--- src/rtl/alarm_ctrl.sv ---
// Alarm sequencing controller: holds the programmed alarm time, watches the
// time-of-day and runs the ring / snooze / stop FSM driving the tone enable.
module alarm_ctrl #(
  parameter int RING_SECS  = 60,
  parameter int SNOOZE_MIN = 5,
  parameter int MAX_SNOOZE = 3
) (
  input  logic       clk,
  input  logic       rst_n,
  input  logic       sec_tick,
  input  logic [4:0] cur_hr,
  input  logic [5:0] cur_min,
  input  logic [5:0] cur_sec,
  input  logic       arm,
  input  logic       set_alarm,
  input  logic [4:0] set_hr,
  input  logic [5:0] set_min,
  input  logic       snooze,
  input  logic       stop,
  output logic       ring_en,
  output logic [4:0] alarm_hr,
  output logic [5:0] alarm_min,
  output logic [1:0] snooze_cnt,
  output logic [1:0] state_o
);

  typedef enum logic [1:0] {
    IDLE    = 2'd0,
    ARMED   = 2'd1,
    RINGING = 2'd2,
    SNOOZED = 2'd3
  } state_t;

  localparam int CNT_W = (RING_SECS > 1) ? $clog2(RING_SECS) : 1;

  state_t           state_q, state_nxt;
  logic [CNT_W-1:0] ring_cnt_q, ring_cnt_nxt;
  logic [1:0]       snooze_cnt_q, snooze_cnt_nxt;
  logic [4:0]       alarm_hr_q, alarm_hr_nxt;
  logic [5:0]       alarm_min_q, alarm_min_nxt;
  logic [4:0]       snz_hr_q, snz_hr_nxt;
  logic [5:0]       snz_min_q, snz_min_nxt;
  logic             alarm_match_q, snz_match_q;
  logic             ring_en_q;
  logic             set_ok, snz_latch;
  logic             alarm_match, snz_match, alarm_hit, snz_hit;
  logic             alarm_match_nxt, snz_match_nxt;
  logic [10:0]      snz_tgt;

  // Current time plus the snooze interval, minutes mod 60 with hour carry mod 24.
  function automatic logic [10:0] add_snooze(input logic [4:0] hr, input logic [5:0] mn);
    logic [6:0] m;
    logic [4:0] h;
    m = {1'b0, mn} + 7'(SNOOZE_MIN);
    h = hr;
    if (m >= 7'd60) begin
      m = m - 7'd60;
      h = (hr == 5'd23) ? 5'd0 : hr + 5'd1;
    end
    return {h, m[5:0]};
  endfunction

  assign set_ok        = set_alarm && (set_hr < 5'd24) && (set_min < 6'd60);
  assign alarm_hr_nxt  = set_ok ? set_hr  : alarm_hr_q;
  assign alarm_min_nxt = set_ok ? set_min : alarm_min_q;
  assign snz_tgt       = add_snooze(cur_hr, cur_min);
  assign snz_hr_nxt    = snz_latch ? snz_tgt[10:6] : snz_hr_q;
  assign snz_min_nxt   = snz_latch ? snz_tgt[5:0]  : snz_min_q;

  assign alarm_match = (cur_hr == alarm_hr_q) && (cur_min == alarm_min_q) && (cur_sec == 6'd0);
  assign snz_match   = (cur_hr == snz_hr_q) && (cur_min == snz_min_q) && (cur_sec == 6'd0);
  assign alarm_hit   = alarm_match && !alarm_match_q;
  assign snz_hit     = snz_match && !snz_match_q;

  // History is taken against the value the target will hold next cycle, so a
  // load made during the matching second never presents a rising edge.
  assign alarm_match_nxt = (cur_hr == alarm_hr_nxt) && (cur_min == alarm_min_nxt) && (cur_sec == 6'd0);
  assign snz_match_nxt   = (cur_hr == snz_hr_nxt) && (cur_min == snz_min_nxt) && (cur_sec == 6'd0);

  always_comb begin
    state_nxt      = state_q;
    ring_cnt_nxt   = ring_cnt_q;
    snooze_cnt_nxt = snooze_cnt_q;
    snz_latch      = 1'b0;
    if (!arm) begin
      state_nxt      = IDLE;
      ring_cnt_nxt   = '0;
      snooze_cnt_nxt = 2'd0;
    end else if (set_ok) begin
      state_nxt      = ARMED;
      ring_cnt_nxt   = '0;
      snooze_cnt_nxt = 2'd0;
    end else begin
      case (state_q)
        IDLE:  state_nxt = ARMED;
        ARMED: begin
          if (alarm_hit) begin
            state_nxt    = RINGING;
            ring_cnt_nxt = '0;
          end
        end
        RINGING: begin
          if (stop) begin
            state_nxt      = ARMED;
            snooze_cnt_nxt = 2'd0;
          end else if (snooze && (int'(snooze_cnt_q) < MAX_SNOOZE)) begin
            state_nxt      = SNOOZED;
            snooze_cnt_nxt = snooze_cnt_q + 2'd1;
            snz_latch      = 1'b1;
          end else if (sec_tick) begin
            if (ring_cnt_q == CNT_W'(RING_SECS - 1)) begin
              state_nxt      = ARMED;
              ring_cnt_nxt   = '0;
              snooze_cnt_nxt = 2'd0;
            end else begin
              ring_cnt_nxt = ring_cnt_q + 1'b1;
            end
          end
        end
        SNOOZED: begin
          if (stop) begin
            state_nxt      = ARMED;
            snooze_cnt_nxt = 2'd0;
          end else if (snz_hit) begin
            state_nxt    = RINGING;
            ring_cnt_nxt = '0;
          end
        end
        default: state_nxt = IDLE;
      endcase
    end
  end

  always_ff @(posedge clk or negedge rst_n) begin
    if (!rst_n) begin
      state_q       <= IDLE;
      ring_cnt_q    <= '0;
      snooze_cnt_q  <= 2'd0;
      alarm_hr_q    <= 5'd0;
      alarm_min_q   <= 6'd0;
      snz_hr_q      <= 5'd0;
      snz_min_q     <= 6'd0;
      alarm_match_q <= 1'b0;
      snz_match_q   <= 1'b0;
      ring_en_q     <= 1'b0;
    end else begin
      state_q       <= state_nxt;
      ring_cnt_q    <= ring_cnt_nxt;
      snooze_cnt_q  <= snooze_cnt_nxt;
      alarm_hr_q    <= alarm_hr_nxt;
      alarm_min_q   <= alarm_min_nxt;
      snz_hr_q      <= snz_hr_nxt;
      snz_min_q     <= snz_min_nxt;
      alarm_match_q <= alarm_match_nxt;
      snz_match_q   <= snz_match_nxt;
      ring_en_q     <= (state_nxt == RINGING);
    end
  end

  assign ring_en    = ring_en_q;
  assign alarm_hr   = alarm_hr_q;
  assign alarm_min  = alarm_min_q;
  assign snooze_cnt = snooze_cnt_q;
  assign state_o    = state_q;

endmodule

--- config.mk ---
export PLATFORM = sky130hd
export DESIGN_NAME = alarm_ctrl
export DESIGN_NICKNAME = d
export VERILOG_FILES = /design/src/rtl/alarm_ctrl.sv
export SDC_FILE = /design/constraint.sdc
export NUM_CORES = 1
export LEC_CHECK = 0
export BUFFER_PORTS_ARGS = -buffer_cell sky130_fd_sc_hd__buf_2
export CAP_MARGIN = 5
export CORE_MARGIN = 2
export CORE_UTILIZATION = 40
export CTS_CLUSTER_SIZE = 16
export DETAILED_ROUTE_END_ITERATION = 6
export GPL_TIMING_DRIVEN = 0
export PLACE_DENSITY = 0.63
export SLEW_MARGIN = 30
export SYNTH_ARGS = -nofsm -noshare
export SYNTH_HDL_FRONTEND = slang
export SYNTH_SLANG_ARGS = --single-unit
--- constraint.sdc ---
create_clock -name clk -period 3.1 [get_ports clk]
set_input_delay 0.31 -clock clk [delete_from_list [all_inputs] [get_ports clk]]
set_output_delay 0.31 -clock clk [all_outputs]
set_load 0.1 [all_outputs]
==> results of run 1 <==
==> metrics by stage <==
step / util / worst slack (ns) / total power [uW] / hold WS [ns]
global route: 0.479 / 0.616 / 1280 / 0.176
floorplan: - / 0.698 / 809 / 0.0144
detailed placement: 0.465 / 0.405 / 908 / 0.449
CTS: 0.479 / 0.737 / 1230 / 0.130
global placement: 0.465 / 0.473 / 904 / 0.450
finish: 0.479 / 0.744 / 1230 / 0.0981
==> cell usage after synthesis, drive strengths merged (3+ instances only) <==
library cell / instances / area (sq um)
a21bo: 3 / 30.0
a21boi: 3 / 26.3
a21o: 5 / 37.5
a21oi: 9 / 48.8
a31oi: 3 / 18.8
buf: 9 / 50.0
clkbuf: 6 / 22.5
dfrtp: 35 / 876
ha: 6 / 75.1
inv: 11 / 41.3
mux2: 4 / 45.0
mux2i: 4 / 40.0
nand2: 23 / 86.3
nand2b: 4 / 25.0
nand3: 10 / 50.1
nor2: 15 / 71.3
nor3: 4 / 25.0
nor4: 7 / 50.1
o21ai: 20 / 108
o31ai: 5 / 37.5
or2: 3 / 18.8
or4: 4 / 30.0
xnor2: 4 / 35.0
xor2: 30 / 263
==> registers in the layout (all words and copies together), names as in the netlist <==
signal,count
ring_cnt_q,6
alarm_hr,5
snz_min_q,6
snz_match_q,1
state_o,2
alarm_min,6
ring_en,1
snz_hr_q,5
snooze_cnt,2
alarm_match_q,1
==> cells in the final DEF (no fill, tap or decap), types with 3 or more instances in the layout <==
cell type | netlist | routed
o21ai_0 | 10 | 10
mux2_2 | 4 | 4
buf_2 | 7 | 52
or4_1 | 4 | 4
nor4_1 | 6 | 6
ha_1 | 6 | 6
a31oi_1 | 3 | 3
clkbuf_1 | 6 | 8
a21oi_1 | 8 | 8
xor2_1 | 30 | 30
nand2_1 | 23 | 23
xnor2_1 | 4 | 4
a21o_1 | 5 | 5
nor2_1 | 13 | 13
dfrtp_1 | 35 | 35
clkbuf_8 | 0 | 5
nor3_1 | 3 | 3
nand2b_1 | 4 | 4
mux2i_1 | 4 | 4
nand3_1 | 10 | 10
inv_1 | 11 | 11
o31ai_1 | 5 | 5
o21ai_1 | 8 | 8
==> where the power goes <==
part	leakage, uW	switching [uW]	internal [uW]
clock network	0.0000422	170	158
logic	0.000858	285	105
registers	0.000460	26.2	481
total	0.00136	481	744
==> area by class of cell <==
cell class	instances	area, sq um	share of cell area
inverters	11	41.3	0.0147
flip-flops and latches	35	876	0.313
clock inverters	1	5.00	0.00179
clock buffers	7	76.3	0.0273
plain buffers	15	72.6	0.0259
multi-input cells	198	1410	0.504
well taps	75	93.8	0.0335
repair buffers	45	225	0.0804
==> worst max-delay path, stage by stage <==
cell and delay [ns]:
buf_2 0.10, buf_2 0.23, a21o_1 0.20, xor2_1 0.23, ha_1 0.23, nand2_1 0.10
a311oi_4 0.39, nor2_4 0.12, or4_1 0.51, a31oi_1 0.16
==> worst paths after layout <==
check	cells past startpoint	slack [ns]	to
hold reg to reg	2	0.50	snz_min_q[1]$_DFF_PN0_
min in group clk	3	0.24	alarm_hr[0]$_DFF_PN0_
setup / recovery	10	0.74	snz_hr_q[3]$_DFF_PN0_
hold / removal	1	0.1	snooze_cnt[1]$_DFFE_PN0P_
setup reg to reg	4	0.99	snz_min_q[2]$_DFF_PN0_
max in group asynchronous	1	2.50	alarm_min[4]$_DFF_PN0_
==> layer usage <==
metal	routed length [um]	vias up
li1	-	1026
met1	2700	973
met2	2680	60
met3	319	8
met4	121	0
met5	0	-
==> logic make-up after synthesis <==
| group | after synthesis | share of synthesized area |
|---|---|---|
| AO/OA/AOI/OAI | 63 | 0.192 |
| XOR/XNOR | 34 | 0.124 |
| adder cells (fa/ha/maj) | 6 | 0.0313 |
| buffers and inverters | 26 | 0.0474 |
| flip-flops | 35 | 0.365 |
| multiplexers | 8 | 0.0355 |
| AND/OR/NAND/NOR | 87 | 0.204 |
==> summary.json, run 1 <==
{
  "sta": {
    "worst_clock_skew_ns": 0.00370,
    "transition_at_the_pin_with_the_smallest_max_transition_slack_ns": 0.806,
    "rsz0062_at_grt": "no",
    "layout_worst_path_cycle_share": 0.760,
    "finalWorstPathRequiredPeriod_ns": 2.36,
    "setup_viol_count_final": 0,
    "max_freq_mhz": 424,
    "timing.setup.tns_ns": 0,
    "max-slew-margin-rel": 0.458,
    "final_slew_violations": 0,
    "timing.final.hold_violations": 0
  },
  "global_routing": {
    "globalRouteMet3Util": 0.0418,
    "grt_antenna_before_repair": 0,
    "track_usage": 0.190,
    "globalRouteMet1Util": 0.252,
    "grt_pass1_vias": 1996,
    "globalRoute.totalOverflow": 0,
    "grt_start_max_net_pins": 36,
    "wire_length_of_the_first_global_routing_pass_um": 9600,
    "global_route.peak_usage_layer": "met2",
    "grt.met2_usage": 0.302
  },
  "floorplanning": {
    "placementRows": 28,
    "die-area_sq_um": 6630,
    "fp.coreArea_sq_um": 5850,
    "initial_utilization": 0.410,
    "floorplan_die_width_um": 81.5,
    "die_h_um": 81.5,
    "pin_count": 51
  },
  "cells_and_area": {
    "num-fill-cells": 570,
    "fin_cells": 387,
    "layout.cell_area.non_filler_sq_um": 2800,
    "layout_stage_area_growth_over_the_synthesis_result_pct": 16.7,
    "antenna_cells": 0,
    "share_of_cells_above_drive_strength_1": 0.256,
    "finish.net_count": 352
  },
  "synth": {
    "postSynthCellCount": 259,
    "ys.flop_type": "dfrtp_1",
    "synth_enable_flop_cells": 0,
    "postSynthNetCount": 300,
    "synth-async-reset-ratio": 1.00,
    "synth.distinct_cells": 58,
    "post_synth_instance_area_sq_um": 2400,
    "synth_seq_area_share": 0.365,
    "synth_area_per_inst_sq_um": 9.27,
    "ys_seq_elements": 35,
    "yosysWarnings": 0
  },
  "worst_setup_path": {
    "end_kind": "flip-flop",
    "timing_worst_setup_path_type": "input port to flip-flop",
    "timing.critical_path.required_ns": 3.32,
    "critPathLaunch": "cur_min[1]",
    "r2r-start": "snooze_cnt[0]$_DFFE_PN0P_",
    "start_kind": "input port",
    "cp_max_fanout": 8,
    "cp.arrival_ns": 2.58
  },
  "drt": {
    "antenna_left": 0,
    "route.detailed.vias_per_inst": 5.34,
    "drt_first_iter_violations": 120,
    "postRouteWirelength_um": 5830,
    "avgRoutedWirePerCell_um": 15.1,
    "drc": 0,
    "route.vias.total": 2067,
    "drt_pass1_iterations": 4
  },
  "cts": {
    "cts_resized": 0,
    "cts_root_buffer": "clkbuf_8",
    "post-cts-setup-buffer-count": 0,
    "number_of_clock_buffers_inserted_by_tritoncts": 5,
    "cts_hold_buf": 0,
    "clockBufferDepth": 2,
    "tritoncts_clock_tree": "yes",
    "cts.clk_slew.worst_paths_ns": 0.07,
    "cts.htree.levels": 2,
    "cts.sinks": 35,
    "insertion_delay_ns": 0.29
  },
  "power_and_ir_drop": {
    "power-per-cell-area_nw_per_um2": 437,
    "p_leak_uw": 0.00136,
    "peak_ir_drop_on_the_vdd_network_uv": 189
  },
  "job": {
    "drv_cap": 0
  },
  "min_path": {
    "worstHoldPathType": "input port to asynchronous set/reset pin"
  },
  "placement": {
    "dpl.cell_count": 379,
    "hpwlAfterDp_um": 4420,
    "gp_routability_congestion": 0.861,
    "detailed_place.area_sq_um": 2720,
    "buffer_ports.inserted": 45
  },
  "outcome": {
    "run_status": "complete, no violations"
  }
}
Power figures use the tool's default switching activity.
==> run 2: changes to the inputs <==
clock period = 2.4 ns   (was 3.1 ns; I/O delays follow)
==> run 2 against run 1 <==
  * Sequential share of layout area fell by 0.23 points
  * Sequential cell count did not move
  * Core utilization rose by 0.43 points
  * Critical endpoint unchanged
==> summary.json, run 2 (synthesized netlist as in run 1, its figures left out) <==
{
  "cts": {
    "cts.sinks": {"value": 35, "change": "unchanged"},
    "cts.clk_slew.worst_paths": {"value": 0.07, "unit": "ns", "change": "about the same"},
    "post-cts-setup-buffer-count": {"value": 0, "change": "unchanged"},
    "clockBufferDepth": {"value": 2, "change": "unchanged"},
    "cts_resized": {"value": 0, "change": "unchanged"},
    "number_of_clock_buffers_inserted_by_tritoncts": {"value": 5, "change": "unchanged"},
    "cts.htree.levels": {"value": 2, "change": "unchanged"},
    "cts_hold_buf": {"value": 0, "change": "unchanged"},
    "tritoncts_clock_tree": {"value": "yes", "change": "unchanged"},
    "insertion_delay": {"value": 0.29, "unit": "ns", "change": "about the same"},
    "cts_root_buffer": {"value": "clkbuf_8", "change": "unchanged"}
  },
  "global_routing": {
    "grt_start_max_net_pins": {"value": 36, "change": "unchanged"},
    "track_usage": {"value": 0.187, "change": "was 0.190"},
    "grt_pass1_vias": {"value": 1925, "change": "was 1996"},
    "globalRoute.totalOverflow": {"value": 0, "change": "unchanged"},
    "wire_length_of_the_first_global_routing_pass": {"value": 9430, "unit": "um", "change": "was 9600 um"},
    "grt_antenna_before_repair": {"value": 0, "change": "unchanged"}
  },
  "sta": {
    "max-slew-margin-rel": {"value": 0.448, "change": "was 0.458"},
    "worst_clock_skew": {"value": 0.00707, "unit": "ns", "change": "was 0.00370 ns"},
    "setup_viol_count_final": {"value": 0, "change": "unchanged"},
    "finalWorstPathRequiredPeriod_ns": 2.27,
    "timing.setup.tns": {"value": 0, "unit": "ns", "change": "unchanged"},
    "max_freq_mhz": 440,
    "layout_worst_path_cycle_share": 0.948,
    "rsz0062_at_grt": {"value": "no", "change": "unchanged"},
    "postLayoutSetupSlackWorst": {"value": 0.125, "unit": "ns", "change": "was 0.744 ns"},
    "transition_at_the_pin_with_the_smallest_max_transition_slack": {"value": 0.828, "unit": "ns", "change": "was 0.806 ns"},
    "timing.final.hold_violations": {"value": 0, "change": "unchanged"},
    "final_slew_violations": {"value": 0, "change": "unchanged"}
  },
  "floorplanning": {
    "pin_count": {"value": 51, "change": "unchanged"},
    "die-area": {"value": 6630, "unit": "sq um", "change": "unchanged"},
    "floorplan_die_width": {"value": 81.5, "unit": "um", "change": "unchanged"},
    "placementRows": {"value": 28, "change": "unchanged"},
    "fp.coreArea": {"value": 5850, "unit": "sq um", "change": "unchanged"},
    "initial_utilization": {"value": 0.410, "change": "unchanged"},
    "die_h": {"value": 81.5, "unit": "um", "change": "unchanged"}
  },
  "placement": {
    "hpwlAfterDp": {"value": 4480, "unit": "um", "change": "was 4420 um"},
    "buffer_ports.inserted": {"value": 45, "change": "unchanged"},
    "place_worst_setup_slack": {"value": -0.188, "unit": "ns", "change": "was 0.405 ns"},
    "gp_routability_congestion": {"value": 0.863, "change": "was 0.861"},
    "detailed_place.area": {"value": 2720, "unit": "sq um", "change": "about the same"}
  },
  "worst_setup_path": {
    "end_kind": {"value": "flip-flop", "change": "unchanged"},
    "start_kind": {"value": "input port", "change": "unchanged"},
    "cp_max_fanout": {"value": 8, "change": "unchanged"},
    "cp.arrival": {"value": 2.48, "unit": "ns", "change": "was 2.58 ns"},
    "timing.critical_path.required": {"value": 2.61, "unit": "ns", "change": "was 3.32 ns"},
    "timing_worst_setup_path_type": {"value": "input port to flip-flop", "change": "unchanged"}
  },
  "cells_and_area": {
    "layout.cell_area.non_filler": {"value": 2830, "unit": "sq um", "change": "was 2800 sq um"},
    "commonest_cells_after_routing_fill_and_taps_aside": {"value": "50 x buf_2, 34 x dfrtp_1, 30 x xor2_1", "change": "was 52 x buf_2, 35 x dfrtp_1, 30 x xor2_1"},
    "final_core_density": {"value": 0.483, "change": "was 0.479"},
    "layout_stage_area_growth_over_the_synthesis_result": {"value": 17.7, "unit": "%", "change": "was 16.7%"},
    "antenna_cells": {"value": 0, "change": "unchanged"},
    "finish.net_count": {"value": 352, "change": "unchanged"},
    "share_of_cells_above_drive_strength_1": {"value": 0.263, "change": "was 0.256"},
    "final_common_cell": {"value": "buf_2", "change": "unchanged"}
  },
  "power_and_ir_drop": {
    "power-per-cell-area": {"value": 581, "unit": "nW/um^2", "change": "was 437 nW/um^2"},
    "p_leak": {"value": 0.00137, "unit": "uW", "change": "was 0.00136 uW"},
    "peak_ir_drop_on_the_vdd_network": {"value": 258, "unit": "uV", "change": "was 189 uV"}
  },
  "drt": {
    "antenna_left": {"value": 0, "change": "unchanged"},
    "route.detailed.vias_per_inst": {"value": 5.38, "change": "was 5.34"},
    "avgRoutedWirePerCell": {"value": 15.2, "unit": "um", "change": "was 15.1 um"},
    "drc": {"value": 0, "change": "unchanged"},
    "drt_pass1_iterations": {"value": 4, "change": "unchanged"},
    "route.vias.total": {"value": 2081, "change": "was 2067"},
    "postRouteWirelength": {"value": 5890, "unit": "um", "change": "was 5830 um"},
    "drt_first_iter_violations": {"value": 73, "change": "was 120"}
  },
  "job": {
    "drv_cap": {"value": 0, "change": "unchanged"}
  },
  "min_path": {
    "worstHoldPathType": {"value": "input port to asynchronous set/reset pin", "change": "unchanged"}
  },
  "outcome": {
    "run_status": {"value": "complete, no violations", "change": "unchanged"}
  }
}
==> run 2: final timing paths <==
| check | cells after the start | startpoint | endpoint | slack (ns) |
|---|---|---|---|---|
| worst max-delay path | 10 | cur_min[1] | snz_hr_q[3]$_DFF_PN0_ | 0.13 |
| worst min-delay path | 1 | rst_n | snooze_cnt[1]$_DFFE_PN0P_ | 0.05 |
| worst max register to register | 7 | snooze_cnt[0]$_DFFE_PN0P_ | snz_hr_q[1]$_DFF_PN0_ | 0.28 |
| worst min register to register | 1 | snooze_cnt[0]$_DFFE_PN0P_ | snooze_cnt[0]$_DFFE_PN0P_ | 0.48 |
| max in group asynchronous | 1 | rst_n | snooze_cnt[0]$_DFFE_PN0P_ | 1.79 |
| min in group clk | 3 | set_hr[0] | alarm_hr[0]$_DFF_PN0_ | 0.18 |
==> run 2: power by group <==
| group | leakage (uW) | switching (uW) | internal, uW | total [uW] |
|---|---|---|---|---|
| sequential | 0.000458 | 34.4 | 621 | 655 |
| clock | 0.0000515 | 217 | 262 | 479 |
| combinational | 0.000860 | 371 | 137 | 508 |
==> run 2: final cells by class <==
| type | instances | area (sq um) |
|---|---|---|
| fillers | 572 | 3030 |
| well taps | 75 | 93.8 |
| repair buffers | 45 | 225 |
| inverters | 11 | 41.3 |
| plain buffers | 15 | 77.6 |
| clock buffers | 8 | 100 |
| multi-input cells | 198 | 1410 |
| flip-flops and latches | 35 | 877 |
==> run 2: routing by layer <==
layer,vias to the layer above,wire [um],track usage
li1,1026,-,-
met1,986,2750,0.250
met2,62,2820,0.307
met3,7,267,0.0319
met4,0,47,0.0610
met5,-,0,0
==> run 2: worst max-delay path, stage by stage <==
cell,delay (ns)
buf_2,0.11
clkbuf_4,0.19
a21o_1,0.22
xor2_1,0.20
ha_1,0.23
nand2_1,0.11
a311oi_4,0.36
nor2_4,0.12
or4_1,0.51
a31oi_1,0.18
==> run 2: through the flow <==
stage	hold slack [ns]	instances	power (uW)
after CTS	0.0761	387	1650
final	0.0478	387	1640
after floorplan	-0.0556	259	1050
after global routing	0.112	387	1710
after global placement	0.387	379	1170
after detailed placement	0.382	379	1170
==> run 3: changes to the inputs <==
==> constraint.sdc (replaced) <==
create_clock -name clk -period 2.4 [get_ports clk]
set_input_delay 0 -clock clk [delete_from_list [all_inputs] [get_ports clk]]
set_output_delay 0 -clock clk [all_outputs]
set_load 0.1 [all_outputs]
==> run 3 against run 2 <==
  * Clock skew is 0.0024 ns lower
  * Worst hold slack worse by 0.035 ns
  * Critical endpoint is now alarm_match_q$_DFF_PN0_
  * Die area did not move
  * Routed wire length increased by 1.2%
  * Final cell count increased by 1.8%
  * Combinational power increased by 1%
  * Sequential cell count is the same
  * Cell area grew 2.3%
  * Fmax grew 3.3%
  * Non-clock buffer count rose by 7
  * Register-to-register slack hardly changed
  * First-iteration DRC count grew 8.2%
==> summary.json, run 3 (synthesized netlist as in run 1, its figures left out) <==
{
  "outcome": {
    "run_status": {"value": "complete, no violations", "change": "unchanged"}
  },
  "floorplanning": {
    "floorplan_die_width": {"value": 81.5, "unit": "um", "change": "unchanged"},
    "die-area": {"value": 6630, "unit": "sq um", "change": "unchanged"},
    "die_h": {"value": 81.5, "unit": "um", "change": "unchanged"},
    "initial_utilization": {"value": 0.410, "change": "unchanged"},
    "fp.coreArea": {"value": 5850, "unit": "sq um", "change": "unchanged"},
    "placementRows": {"value": 28, "change": "unchanged"},
    "pin_count": {"value": 51, "change": "unchanged"}
  },
  "global_routing": {
    "grt_start_max_net_pins": {"value": 36, "change": "unchanged"},
    "track_usage": {"value": 0.187, "change": "about the same"},
    "grt_antenna_before_repair": {"value": 0, "change": "unchanged"},
    "wire_length_of_the_first_global_routing_pass": {"value": 9470, "unit": "um", "change": "was 9430 um"},
    "globalRoute.totalOverflow": {"value": 0, "change": "unchanged"},
    "grt_pass1_vias": {"value": 1937, "change": "was 1925"}
  },
  "job": {
    "drv_cap": {"value": 0, "change": "unchanged"}
  },
  "sta": {
    "finalWorstPathRequiredPeriod": {"value": 2.20, "unit": "ns", "change": "was 2.27 ns"},
    "max_freq": {"value": 454, "unit": "MHz", "change": "was 440 MHz"},
    "final_slew_violations": {"value": 0, "change": "unchanged"},
    "setup_viol_count_final": {"value": 0, "change": "unchanged"},
    "postLayoutSetupSlackWorst": {"value": 0.198, "unit": "ns", "change": "was 0.125 ns"},
    "timing.final.hold_violations": {"value": 0, "change": "unchanged"},
    "worst_clock_skew": {"value": 0.00469, "unit": "ns", "change": "was 0.00707 ns"},
    "transition_at_the_pin_with_the_smallest_max_transition_slack": {"value": 0.828, "unit": "ns", "change": "about the same"},
    "max-slew-margin-rel": {"value": 0.448, "change": "about the same"},
    "layout_worst_path_cycle_share": {"value": 0.917, "change": "was 0.948"},
    "timing.setup.tns": {"value": 0, "unit": "ns", "change": "unchanged"},
    "rsz0062_at_grt": {"value": "no", "change": "unchanged"}
  },
  "worst_setup_path": {
    "critical-path-top-delay-family": {"value": "buffers and inverters", "change": "was compound AO/OA/AOI/OAI gates"},
    "cp_max_fanout": {"value": 10, "change": "was 8"},
    "critPathMaxStageDelay": {"value": 0.53, "unit": "ns", "change": "was 0.51 ns"},
    "cpMaxStageDelayCell": {"value": "dlygate4sd3_1", "change": "was or4_1"},
    "start_kind": {"value": "input port", "change": "unchanged"},
    "timing.critical_path.required": {"value": 2.59, "unit": "ns", "change": "was 2.61 ns"},
    "end_kind": {"value": "flip-flop", "change": "unchanged"},
    "crit_chain": {"value": "dlygate4sd3_1 -> buf_2 -> a21bo_1 -> buf_2 -> nor2_4 -> nor2_1 -> a2111oi_0 -> o31ai_1 -> nor4b_2", "change": "was buf_2 -> clkbuf_4 -> a21o_1 -> xor2_1 -> ha_1 -> nand2_1 -> a311oi_4 -> nor2_4 -> or4_1 -> a31oi_1"},
    "cp_dominant_cell_by_count": "buf_2",
    "worst-path-buf-inv": {"value": 3, "change": "was 2"},
    "timing_worst_setup_path_type": {"value": "input port to flip-flop", "change": "unchanged"},
    "cp.arrival": {"value": 2.40, "unit": "ns", "change": "was 2.48 ns"}
  },
  "cells_and_area": {
    "layout_stage_area_growth_over_the_synthesis_result": {"value": 20.4, "unit": "%", "change": "was 17.7%"},
    "commonest_cells_after_routing_fill_and_taps_aside": {"value": "52 x buf_2, 34 x dfrtp_1, 30 x xor2_1", "change": "was 50 x buf_2, 34 x dfrtp_1, 30 x xor2_1"},
    "num-fill-cells": {"value": 566, "change": "was 572"},
    "antenna_cells": {"value": 0, "change": "unchanged"},
    "final_core_density": {"value": 0.494, "change": "was 0.483"},
    "final_common_cell": {"value": "buf_2", "change": "unchanged"},
    "finish.net_count": {"value": 359, "change": "was 352"},
    "share_of_cells_above_drive_strength_1": {"value": 0.257, "change": "was 0.263"},
    "fin_cells": {"value": 394, "change": "was 387"}
  },
  "drt": {
    "route.vias.total": {"value": 2123, "change": "was 2081"},
    "drc": {"value": 0, "change": "unchanged"},
    "route.detailed.vias_per_inst": {"value": 5.39, "change": "was 5.38"},
    "drt_first_iter_violations": {"value": 79, "change": "was 73"},
    "postRouteWirelength": {"value": 5960, "unit": "um", "change": "was 5890 um"},
    "avgRoutedWirePerCell": {"value": 15.1, "unit": "um", "change": "was 15.2 um"},
    "antenna_left": {"value": 0, "change": "unchanged"},
    "drt_pass1_iterations": {"value": 4, "change": "unchanged"}
  },
  "min_path": {
    "worstHoldPathType": {"value": "input port to flip-flop", "change": "was input port to asynchronous set/reset pin"}
  },
  "cts": {
    "cts.clk_slew.worst_paths": {"value": 0.07, "unit": "ns", "change": "about the same"},
    "insertion_delay": {"value": 0.29, "unit": "ns", "change": "about the same"},
    "cts.htree.levels": {"value": 2, "change": "unchanged"},
    "clockBufferDepth": {"value": 2, "change": "unchanged"},
    "tritoncts_clock_tree": {"value": "yes", "change": "unchanged"},
    "cts_resized": {"value": 0, "change": "unchanged"},
    "cts.sinks": {"value": 35, "change": "unchanged"},
    "number_of_clock_buffers_inserted_by_tritoncts": {"value": 5, "change": "unchanged"},
    "cts_root_buffer": {"value": "clkbuf_8", "change": "unchanged"}
  },
  "power_and_ir_drop": {
    "report.power.total": {"value": 1650, "unit": "uW", "change": "was 1640 uW"},
    "p_leak": {"value": 0.00140, "unit": "uW", "change": "was 0.00137 uW"},
    "power-per-cell-area": {"value": 569, "unit": "nW/um^2", "change": "was 581 nW/um^2"},
    "peak_ir_drop_on_the_vdd_network": {"value": 258, "unit": "uV", "change": "about the same"}
  },
  "placement": {
    "place_worst_setup_slack": {"value": 0.0520, "unit": "ns", "change": "was -0.188 ns"},
    "hpwlAfterDp": {"value": 4480, "unit": "um", "change": "unchanged"},
    "gp_routability_congestion": {"value": 0.863, "change": "unchanged"},
    "buffer_ports.inserted": {"value": 45, "change": "unchanged"},
    "dpl.cell_count": {"value": 379, "change": "unchanged"}
  }
}
==> run 3: changes by cell type in the layout (fill, tap and decap cells not counted), sizes merged <==
cell and delta:
dlygate4sd3 +7, buf +2, clkbuf -2
==> run 3: cell type report <==
type / instances / area (sq um) / area share
Multi-Input combinational cell: 198 / 1410 / 0.488
Sequential cell: 35 / 877 / 0.303
Timing Repair Buffer: 52 / 295 / 0.102
Clock buffer: 8 / 100 / 0.0346
Tap cell: 75 / 93.8 / 0.0325
Buffer: 15 / 72.6 / 0.0251
Inverter: 11 / 41.3 / 0.0143
==> run 3: final timing paths <==
kind	startpoint	endpoint	slack [ns]	cells after the start
max in group asynchronous	rst_n	snooze_cnt[0]$_DFFE_PN0P_	1.49	2
min in group asynchronous	rst_n	snooze_cnt[1]$_DFFE_PN0P_	0.35	2
worst max-delay path	set_hr[4]	alarm_match_q$_DFF_PN0_	0.20	9
worst max register to register	snooze_cnt[0]$_DFFE_PN0P_	snz_hr_q[1]$_DFF_PN0_	0.28	7
worst min-delay path	set_hr[3]	alarm_hr[3]$_DFF_PN0_	0.01	2
worst min register to register	snooze_cnt[0]$_DFFE_PN0P_	snooze_cnt[0]$_DFFE_PN0P_	0.48	1
==> run 3: routing by layer <==
| metal | up-vias | track usage | share of wire |
|---|---|---|---|
| li1 | 1042 | - | - |
| met1 | 1007 | 0.251 | 0.46 |
| met2 | 68 | 0.307 | 0.48 |
| met3 | 6 | 0.0319 | 0.050 |
| met4 | 0 | 0.0610 | 0.0052 |
| met5 | - | 0 | 0 |
==> run 3: where the power goes <==
group | internal (uW) | total [uW] | switching [uW]
Combinational | 144 | 515 | 371
Sequential | 621 | 655 | 34.6
Clock | 262 | 475 | 213
==> run 3: repair_timing <==
action                    4_1_cts  5_1_grt
hold buffers                    7        0
setup buffers                   0        0
hold endpoints to repair       41        0
==> run 3: per-stage QoR <==
stage                     instance area, sq um  hold slack [ns]
final                                     2890           0.0124
after global routing                      2890           0.0172
after CTS                                 2890           0.0143
after detailed placement                  2720            0.142
after global placement                    2720            0.147
after floorplan                           2400           -0.296
==> run 3: worst register-to-register path, cell delays in order (launching register included) <==
cell and delay [ns]:
dfrtp_2 0.42, ha_1 0.19, nand2b_1 0.22, or4_1 0.53, clkbuf_1 0.23, buf_2 0.25, nand2_1 0.09, o21ai_1 0.06
